<file path="src/rtl/da_dct_sched.sv">
// Round-robin scheduler that shares one 4-point DA DCT unit among NREQ requesters and queues results in a 2-entry FIFO.
// Define DA_SCHED_STRICT_PRIO_EN for fixed priority (lowest requester index wins) instead of round-robin.
module da_dct_sched #(
  parameter int NREQ   = 2,
  parameter int DA_LAT = 6
) (
  input  logic               sys_clk,
  input  logic               sys_rst,
  input  logic [NREQ-1:0]    req_valid,
  output logic [NREQ-1:0]    req_ready,
  input  logic [12*NREQ-1:0] req_x0,
  input  logic [12*NREQ-1:0] req_x1,
  input  logic [12*NREQ-1:0] req_x2,
  input  logic [12*NREQ-1:0] req_x3,
  output logic               da_start,
  output logic [11:0]        da_x0,
  output logic [11:0]        da_x1,
  output logic [11:0]        da_x2,
  output logic [11:0]        da_x3,
  input  logic [11:0]        da_result,
  output logic               out_valid,
  input  logic               out_ready,
  output logic [11:0]        out_data,
  output logic [1:0]         out_id
);

  typedef enum logic [1:0] {S_IDLE, S_START, S_WAIT} state_e;

  typedef struct packed {
    logic [1:0]  id;
    logic [11:0] data;
  } entry_t;

  state_e            state_q, state_d;
  logic [3:0]        cnt_q, cnt_d;
  logic [1:0]        gnt_id_q, gnt_id_d;
  logic [3:0][11:0]  x_q, x_d, sel_x;
  entry_t            head_q, head_d, tail_q, tail_d, new_e;
  logic [1:0]        fifo_cnt_q, fifo_cnt_d;

  logic              gnt_found;
  logic [1:0]        gnt_idx;
  logic              launch, capture, pop;

  // NOTE: every variable assigned in always_comb gets a default first, so no path infers a latch.
`ifdef DA_SCHED_STRICT_PRIO_EN
  always_comb begin
    gnt_found = 1'b0;
    gnt_idx   = 2'd0;
    for (int i = 0; i < NREQ; i++) begin
      if (!gnt_found && req_valid[i]) begin
        gnt_found = 1'b1;
        gnt_idx   = 2'(i);
      end
    end
  end
`else
  logic [1:0] rr_ptr_q, rr_ptr_d;

  // First pass covers indices at/after the pointer, second pass wraps around to the rest.
  always_comb begin
    gnt_found = 1'b0;
    gnt_idx   = 2'd0;
    for (int i = 0; i < NREQ; i++) begin
      if (!gnt_found && req_valid[i] && (2'(i) >= rr_ptr_q)) begin
        gnt_found = 1'b1;
        gnt_idx   = 2'(i);
      end
    end
    for (int i = 0; i < NREQ; i++) begin
      if (!gnt_found && req_valid[i]) begin
        gnt_found = 1'b1;
        gnt_idx   = 2'(i);
      end
    end
  end

  always_comb begin
    rr_ptr_d = rr_ptr_q;
    if (launch) rr_ptr_d = (gnt_idx == 2'(NREQ - 1)) ? 2'd0 : gnt_idx + 2'd1;
  end

  always_ff @(posedge sys_clk) begin
    if (sys_rst) rr_ptr_q <= 2'd0;
    else         rr_ptr_q <= rr_ptr_d;
  end
`endif

  always_comb begin
    sel_x = '0;
    for (int i = 0; i < NREQ; i++) begin
      if (gnt_idx == 2'(i)) begin
        sel_x[0] = req_x0[12*i +: 12];
        sel_x[1] = req_x1[12*i +: 12];
        sel_x[2] = req_x2[12*i +: 12];
        sel_x[3] = req_x3[12*i +: 12];
      end
    end
  end

  // Launch is gated by reset so a requester never sees a transfer that reset then discards.
  assign launch  = (state_q == S_IDLE) && gnt_found && (fifo_cnt_q != 2'd2) && !sys_rst;
  assign capture = (state_q == S_WAIT) && (cnt_q == 4'(DA_LAT));
  assign pop     = out_valid && out_ready;

  always_comb begin
    state_d = state_q;
    case (state_q)
      S_IDLE:  if (launch) state_d = S_START;
      S_START: state_d = S_WAIT;
      S_WAIT:  if (capture) state_d = S_IDLE;
      default: state_d = S_IDLE;
    endcase
  end

  always_comb begin
    req_ready = '0;
    for (int i = 0; i < NREQ; i++) begin
      if (launch && (gnt_idx == 2'(i))) req_ready[i] = 1'b1;
    end
    da_start = (state_q == S_START);
  end

  always_comb begin
    cnt_d    = cnt_q;
    x_d      = x_q;
    gnt_id_d = gnt_id_q;
    if (launch) begin
      x_d      = sel_x;
      gnt_id_d = gnt_idx;
    end
    if (state_q == S_START)     cnt_d = 4'd1;
    else if (state_q == S_WAIT) cnt_d = cnt_q + 4'd1;
  end

  // Shift-style FIFO: the head register drives the outputs directly and keeps its value when emptied.
  always_comb begin
    new_e      = '{id: gnt_id_q, data: da_result};
    head_d     = head_q;
    tail_d     = tail_q;
    fifo_cnt_d = fifo_cnt_q;
    case ({capture, pop})
      2'b10: begin
        if (fifo_cnt_q == 2'd0) head_d = new_e;
        else                    tail_d = new_e;
        fifo_cnt_d = fifo_cnt_q + 2'd1;
      end
      2'b01: begin
        if (fifo_cnt_q == 2'd2) head_d = tail_q;
        fifo_cnt_d = fifo_cnt_q - 2'd1;
      end
      2'b11: begin
        if (fifo_cnt_q == 2'd2) begin
          head_d = tail_q;
          tail_d = new_e;
        end else begin
          head_d = new_e;
        end
      end
      default: ;
    endcase
  end

  // NOTE: sequential state uses non-blocking assignments so every flop samples pre-edge values.
  always_ff @(posedge sys_clk) begin
    if (sys_rst) begin
      state_q    <= S_IDLE;
      cnt_q      <= 4'd0;
      gnt_id_q   <= 2'd0;
      x_q        <= '0;
      head_q     <= '0;
      tail_q     <= '0;
      fifo_cnt_q <= 2'd0;
    end else begin
      state_q    <= state_d;
      cnt_q      <= cnt_d;
      gnt_id_q   <= gnt_id_d;
      x_q        <= x_d;
      head_q     <= head_d;
      tail_q     <= tail_d;
      fifo_cnt_q <= fifo_cnt_d;
    end
  end

  assign da_x0     = x_q[0];
  assign da_x1     = x_q[1];
  assign da_x2     = x_q[2];
  assign da_x3     = x_q[3];
  assign out_valid = (fifo_cnt_q != 2'd0);
  assign out_data  = head_q.data;
  assign out_id    = head_q.id;

endmodule

</file>
<file path="config.mk">
export PLATFORM = sky130hd
export DESIGN_NAME = da_dct_sched
export DESIGN_NICKNAME = d
export VERILOG_FILES = /design/src/rtl/da_dct_sched.sv
export SDC_FILE = /design/constraint.sdc
export NUM_CORES = 1
export LEC_CHECK = 0
export ABC_AREA = 1
export CORE_ASPECT_RATIO = 1.2
export CORE_MARGIN = 5
export CORE_UTILIZATION = 41
export DETAILED_ROUTE_END_ITERATION = 6
export PLACE_DENSITY_LB_ADDON = 0.25
export SYNTH_ARGS = -nofsm -noshare
export SYNTH_HDL_FRONTEND = slang
export SYNTH_SLANG_ARGS = --single-unit
</file>
<file path="constraint.sdc">
create_clock -name sys_clk -period 4.2 [get_ports sys_clk]
set_input_delay 0.84 -clock sys_clk [delete_from_list [all_inputs] [get_ports sys_clk]]
set_output_delay 0.84 -clock sys_clk [all_outputs]
set_load 0.005 [all_outputs]
</file>
Yosys cells after proc, flatten, opt, wreduce, memory -nomap -nowiden. Index checks and enable logic that the tools add are counted.

Register bits: 88. Bits in latches: 0. Memory bits (writable): 0. Memory bits (read-only): 0. Output and inout bits: 66. Word-level logic and storage cells: 88. Memories kept: 0.

Add/subtract/negate cells: 4. $mul: 0. Divide/modulo/power cells: 0. $lt $le $gt $ge: 2. Equal/unequal tests: 15. Shift-type cells: 0. Multiplexer cells: 25. Bitwise gates (word level): 0. Reductions and logical operators: 28.

Operators by type and width (number): 48-bit 2-to-1 mux (2); 14-bit 2-to-1 mux (5); 14-bit case mux with 3 select lines (1); 14-bit case mux with 2 select lines (1); 2-bit != test (second input constant) (7); 1-bit logical AND (12); 2-bit 2-to-1 mux (5); 1-bit 2-to-1 mux (9); 2-bit equality test (second input constant) (4); 2-bit nonzero test (4); 2-bit by 1-bit equality test with 1-bit output (second input constant) (3); 2-bit logical NOT (3); 2-bit case mux with 3 select lines (1); 3-bit AND reduction (2); 2-bit by 1-bit adder with 2-bit output (second input constant) (2); 4-bit by 1-bit adder with 4-bit output (second input constant) (1); 4-bit by 3-bit equality test with 1-bit output (second input constant) (1); 1-bit by 2-bit >= comparator with 1-bit output (first input constant) (2); 1-bit logical NOT (4); 2-bit case mux with 2 select lines (1); 3-bit nonzero test (1); 2-bit AND reduction (1); 2-bit OR reduction (1); 2-bit by 1-bit subtractor with 2-bit output (second input constant) (1).

Logic depth before layout (Yosys ltp).
Word-level depth: 18. Mapped depth: 13. Mapped depth without buffers: 12.

Worst setup path before layout. No wires, ideal clock.

Path type: in2out. From: in sys_rst. To: out req_ready[0]. Data arrival time: 1600 ps. Data required time: 3360 ps. Path slack: 1760 ps. Stages on the path: 7. Buffers on the path: 2. Cells stage by stage: buf_2 nor2_1 nand3_2 inv_2 buf_4 nand2_1 inv_1.

Longest elaborated chain between the ends: 4.

RTL lines: from (decl) (RTL line 8) `input logic sys_rst,`; 1-bit logical NOT (RTL line 102) `assign launch = (state_q == S_IDLE) && gnt_found && (fifo_cnt_q != 2'd2) && !sys_rst;`; 1-bit logical AND (RTL line 102); 1-bit logical AND (RTL line 119) `if (launch && (gnt_idx == 2'(i))) req_ready[i] = 1'b1;`; 1-bit 2-to-1 mux (RTL line 119); to (decl) (RTL line 10) `output logic [NREQ-1:0] req_ready,`.

No other way between the ends.

Worst setup path in the final report.
From: in req_valid[0]. To: out req_ready[1].

Longest elaborated chain between the ends: 17.

RTL lines: from (decl) (RTL line 9) `input logic [NREQ-1:0] req_valid,`; 1-bit logical AND (RTL line 65) `if (!gnt_found && req_valid[i] && (2'(i) >= rr_ptr_q)) begin`; 1-bit 2-to-1 mux (RTL line 65); 1-bit logical NOT (RTL line 65); 1-bit logical AND (2 in series) (RTL line 65); 1-bit 2-to-1 mux (RTL line 65); 1-bit logical NOT (RTL line 71) `if (!gnt_found && req_valid[i]) begin`; 1-bit logical AND (RTL line 71); 1-bit 2-to-1 mux (RTL line 71); 1-bit logical NOT (RTL line 71); 1-bit logical AND (RTL line 71); 1-bit 2-to-1 mux (RTL line 71); 1-bit logical AND (3 in series) (RTL line 102); 1-bit logical AND * (RTL line 119); 1-bit 2-to-1 mux * (RTL line 119).

Every way passes the cells marked *; elsewhere a longest branch is shown, timed or not.

==> results.sh <==
export IMPL_hpwl_um=9010
export IMPL_finalPower_w=0.00236
export IMPL_die_w_um=102
export IMPL_gp_congestion=0.817
export IMPL_syn2layout_area_growth_pct=48.9
export IMPL_dp_cells=918
export IMPL_ys_types=24
export IMPL_clockRootBuffer="clkbuf_16"
export IMPL_drcViolationCount=0
export IMPL_final_cell_mix="nand2_1 (262), clkdlybuf4s50_1 (175), dfxtp_1 (84), nand3_1 (66), nor2_1 (61)"
export IMPL_dieArea_um2=12300
export IMPL_hold_viol=0
export IMPL_synth_cell_area_um2=4180
export IMPL_yosysSeqAreaShare_pct=40.3
export IMPL_slew_headroom_pct=41.9
export IMPL_crit_chain="clkdlybuf4s50_1 -> inv_1 -> nand2_1 -> nand3_2 -> inv_2 -> nand2_1 -> inv_1 -> clkdlybuf4s50_1"
export IMPL_critPathRequiredTime_ns=3.36
export IMPL_synth_top_area_share_pct=40.3
export IMPL_syn_nets=773
export IMPL_fin_worst_skew_ns=0.00660
export IMPL_rsz0062_at_grt="false"
export IMPL_start_kind="input pin"
export IMPL_crit_type="input pin to output port"
export IMPL_avgRoutedWirePerCell_um=13.4
export IMPL_port_buffers=177
export IMPL_reg2reg_slack_ns=1.99
export IMPL_nNetsFinal=926
export IMPL_hold_path_class="register to register"
export IMPL_layout_min_cycle_time_ns=3.43
export IMPL_coreArea_um2=10000
export IMPL_diodes=0
export IMPL_synth_mux_area_share_pct=0
export IMPL_grt_max_degree=53
export IMPL_syn_area_per_cell_um2=6.42
export IMPL_outcome="finished, final reports clean"
export IMPL_slew_violations=0
export IMPL_syn_inst=650
export IMPL_cts_clk_slew_worst_paths_ns=0.06
export IMPL_cts_max_level=3
export IMPL_cap_violations=0
export IMPL_drive_gt1_share_pct=4.33
export IMPL_grt_pass1_wl_um=20500
export IMPL_yosys_area_share_adder_pct=3.00
export IMPL_cts_hold_buf=0
export IMPL_yosys_warnings=0
export IMPL_grt_overflow_total=0
export IMPL_viasPerCell=4.77
export IMPL_placed_cell_area_um2=5930
export IMPL_endpoint_kind="output port"
export IMPL_synth_top_area_cell="dfxtp_1"
export IMPL_drt_iter0_drc=147
export IMPL_ys_seq_elements=84
export IMPL_synth_compound_area_share_pct=8.60
export IMPL_cp_data_arrival_time_ns=2.59
export IMPL_tightest_slew_ns=0.871
export IMPL_routed_wl_um=12500
export IMPL_die_y_um=121
export IMPL_design_area_um2=6220
export IMPL_ioPinCount=179
export IMPL_synthXorXnorAreaFrac_pct=0.420
export IMPL_slowest_stage="clkdlybuf4s50_1"
export IMPL_synthSimpleGateAreaFrac_pct=38.8
export IMPL_vdd_drop_max_mv=0.198
export IMPL_cp_slowest_stage_delay_ns=0.49
export IMPL_std_cell_rows=40
export IMPL_vias=4455
export IMPL_min_period_over_period_pct=81.7
export IMPL_max_freq_mhz=292
export IMPL_final_common_cell="nand2_1"
export IMPL_post_cts_buffers=0
export IMPL_cellPowerDensity_nw_per_um2=379
export IMPL_first_global_vias=4381
export IMPL_crit_path_max_fanout=27
export IMPL_synth_top_family_by_area="simple AND/OR/NAND/NOR gates"
export IMPL_tritoncts="yes"
export IMPL_p_leak_nw=2.72
export IMPL_post_cts_resized=0
export IMPL_grt_usage_pct=20.6
export IMPL_antenna_left=0
export IMPL_clock_sinks=84
export IMPL_netlist_top_cells_area="dfxtp_1 (40%), nand2_1 (24%), nand3_1 (7.9%)"
export IMPL_antenna_found_initial=0
export IMPL_clockBufferDepth=2
export IMPL_fillers=902
export IMPL_fin_cells=934
export IMPL_first_pass_iters=4
export IMPL_setup_viol=0
export IMPL_clk_latency_ns=0.34
export IMPL_finalSetupTns_ns=0
export IMPL_start_util_pct=41.7
export IMPL_cts_buffers=9
## routing by layer
metal | routed length (um) | GRT usage [%]
met1 | 5220 | 25.2
met4 | 259 | 9.02
met5 | 0 | 0
met3 | 1050 | 6.06
met2 | 5960 | 33.1
## power by group
| part | internal (W) | switching [W] |
|---|---|---|
| Combinational | 0.000331 | 0.000326 |
| Sequential | 0.000881 | 0.0000505 |
| Clock | 0.000458 | 0.000310 |
| Total | 0.00167 | 0.000686 |
## flip-flops by register name, indices dropped and copies added, names as in the netlist
| signal | count |
|---|---|
| tail_q | 13 |
| fifo_cnt_q | 2 |
| state_q | 2 |
| out_id | 1 |
| da_x3 | 12 |
| rr_ptr_q | 1 |
| cnt_q | 4 |
| da_x0 | 12 |
| da_x1 | 12 |
| out_data | 12 |
| gnt_id_q | 1 |
| da_x2 | 12 |
## critical path, delay by kind of cell
family	cells	cell delay, ns
and+or+nand+nor	3	0.30
buffers and inverters	5	1.44
## cells by family (layout without fill, tap and decap cells)
logic type      after synthesis  in the layout
compound gates               71             71
other cells                   1              1
simple gates                400            400
xor+xnor                      2              2
buf+inv                      82            240
flops                        84             84
fa+ha+maj                    10             10
## synth_stat cells (all sizes together)
| library cell | count |
|---|---|
| a211oi | 1 |
| a21oi | 54 |
| a31oi | 1 |
| buf | 22 |
| clkbuf | 20 |
| conb | 1 |
| dfxtp | 84 |
| ha | 10 |
| inv | 40 |
| nand2 | 266 |
| nand3 | 67 |
| nand4 | 1 |
| nor2 | 65 |
| nor3b | 1 |
| o21ai | 15 |
| xnor2 | 1 |
| xor2 | 1 |
## area by class of cell
type | count | area (um2) | area share [%]
clock buffer | 11 | 233 | 3.74
clock inverter | 5 | 52.6 | 0.845
inverter | 40 | 150 | 2.42
multi-input combinational | 484 | 2130 | 34.2
sequential | 84 | 1680 | 27.1
tap | 126 | 158 | 2.54
timing repair buffer | 184 | 1810 | 29.2
## stage by stage
step	hold WS [ns]	util (%)	setup WS, ns
2_1_floorplan	0.445	-	1.76
6_report	0.463	62.1	0.770
5_1_grt	0.478	62.1	0.586
3_3_place_gp	0.451	59.3	0.788
3_5_place_dp	0.456	59.3	0.766
4_1_cts	0.463	62.1	0.757
## path summary, 6_finish.rpt
kind              depth (start not counted)    startpoint            to
setup / recovery                          8  req_valid[0]  req_ready[1]
hold / removal                            2     da_x0[10]     da_x0[10]
setup reg to reg                         12    state_q[0]     out_id[0]
hold reg to reg                           2     da_x0[10]     da_x0[10]
Power figures use the tool's default switching activity.
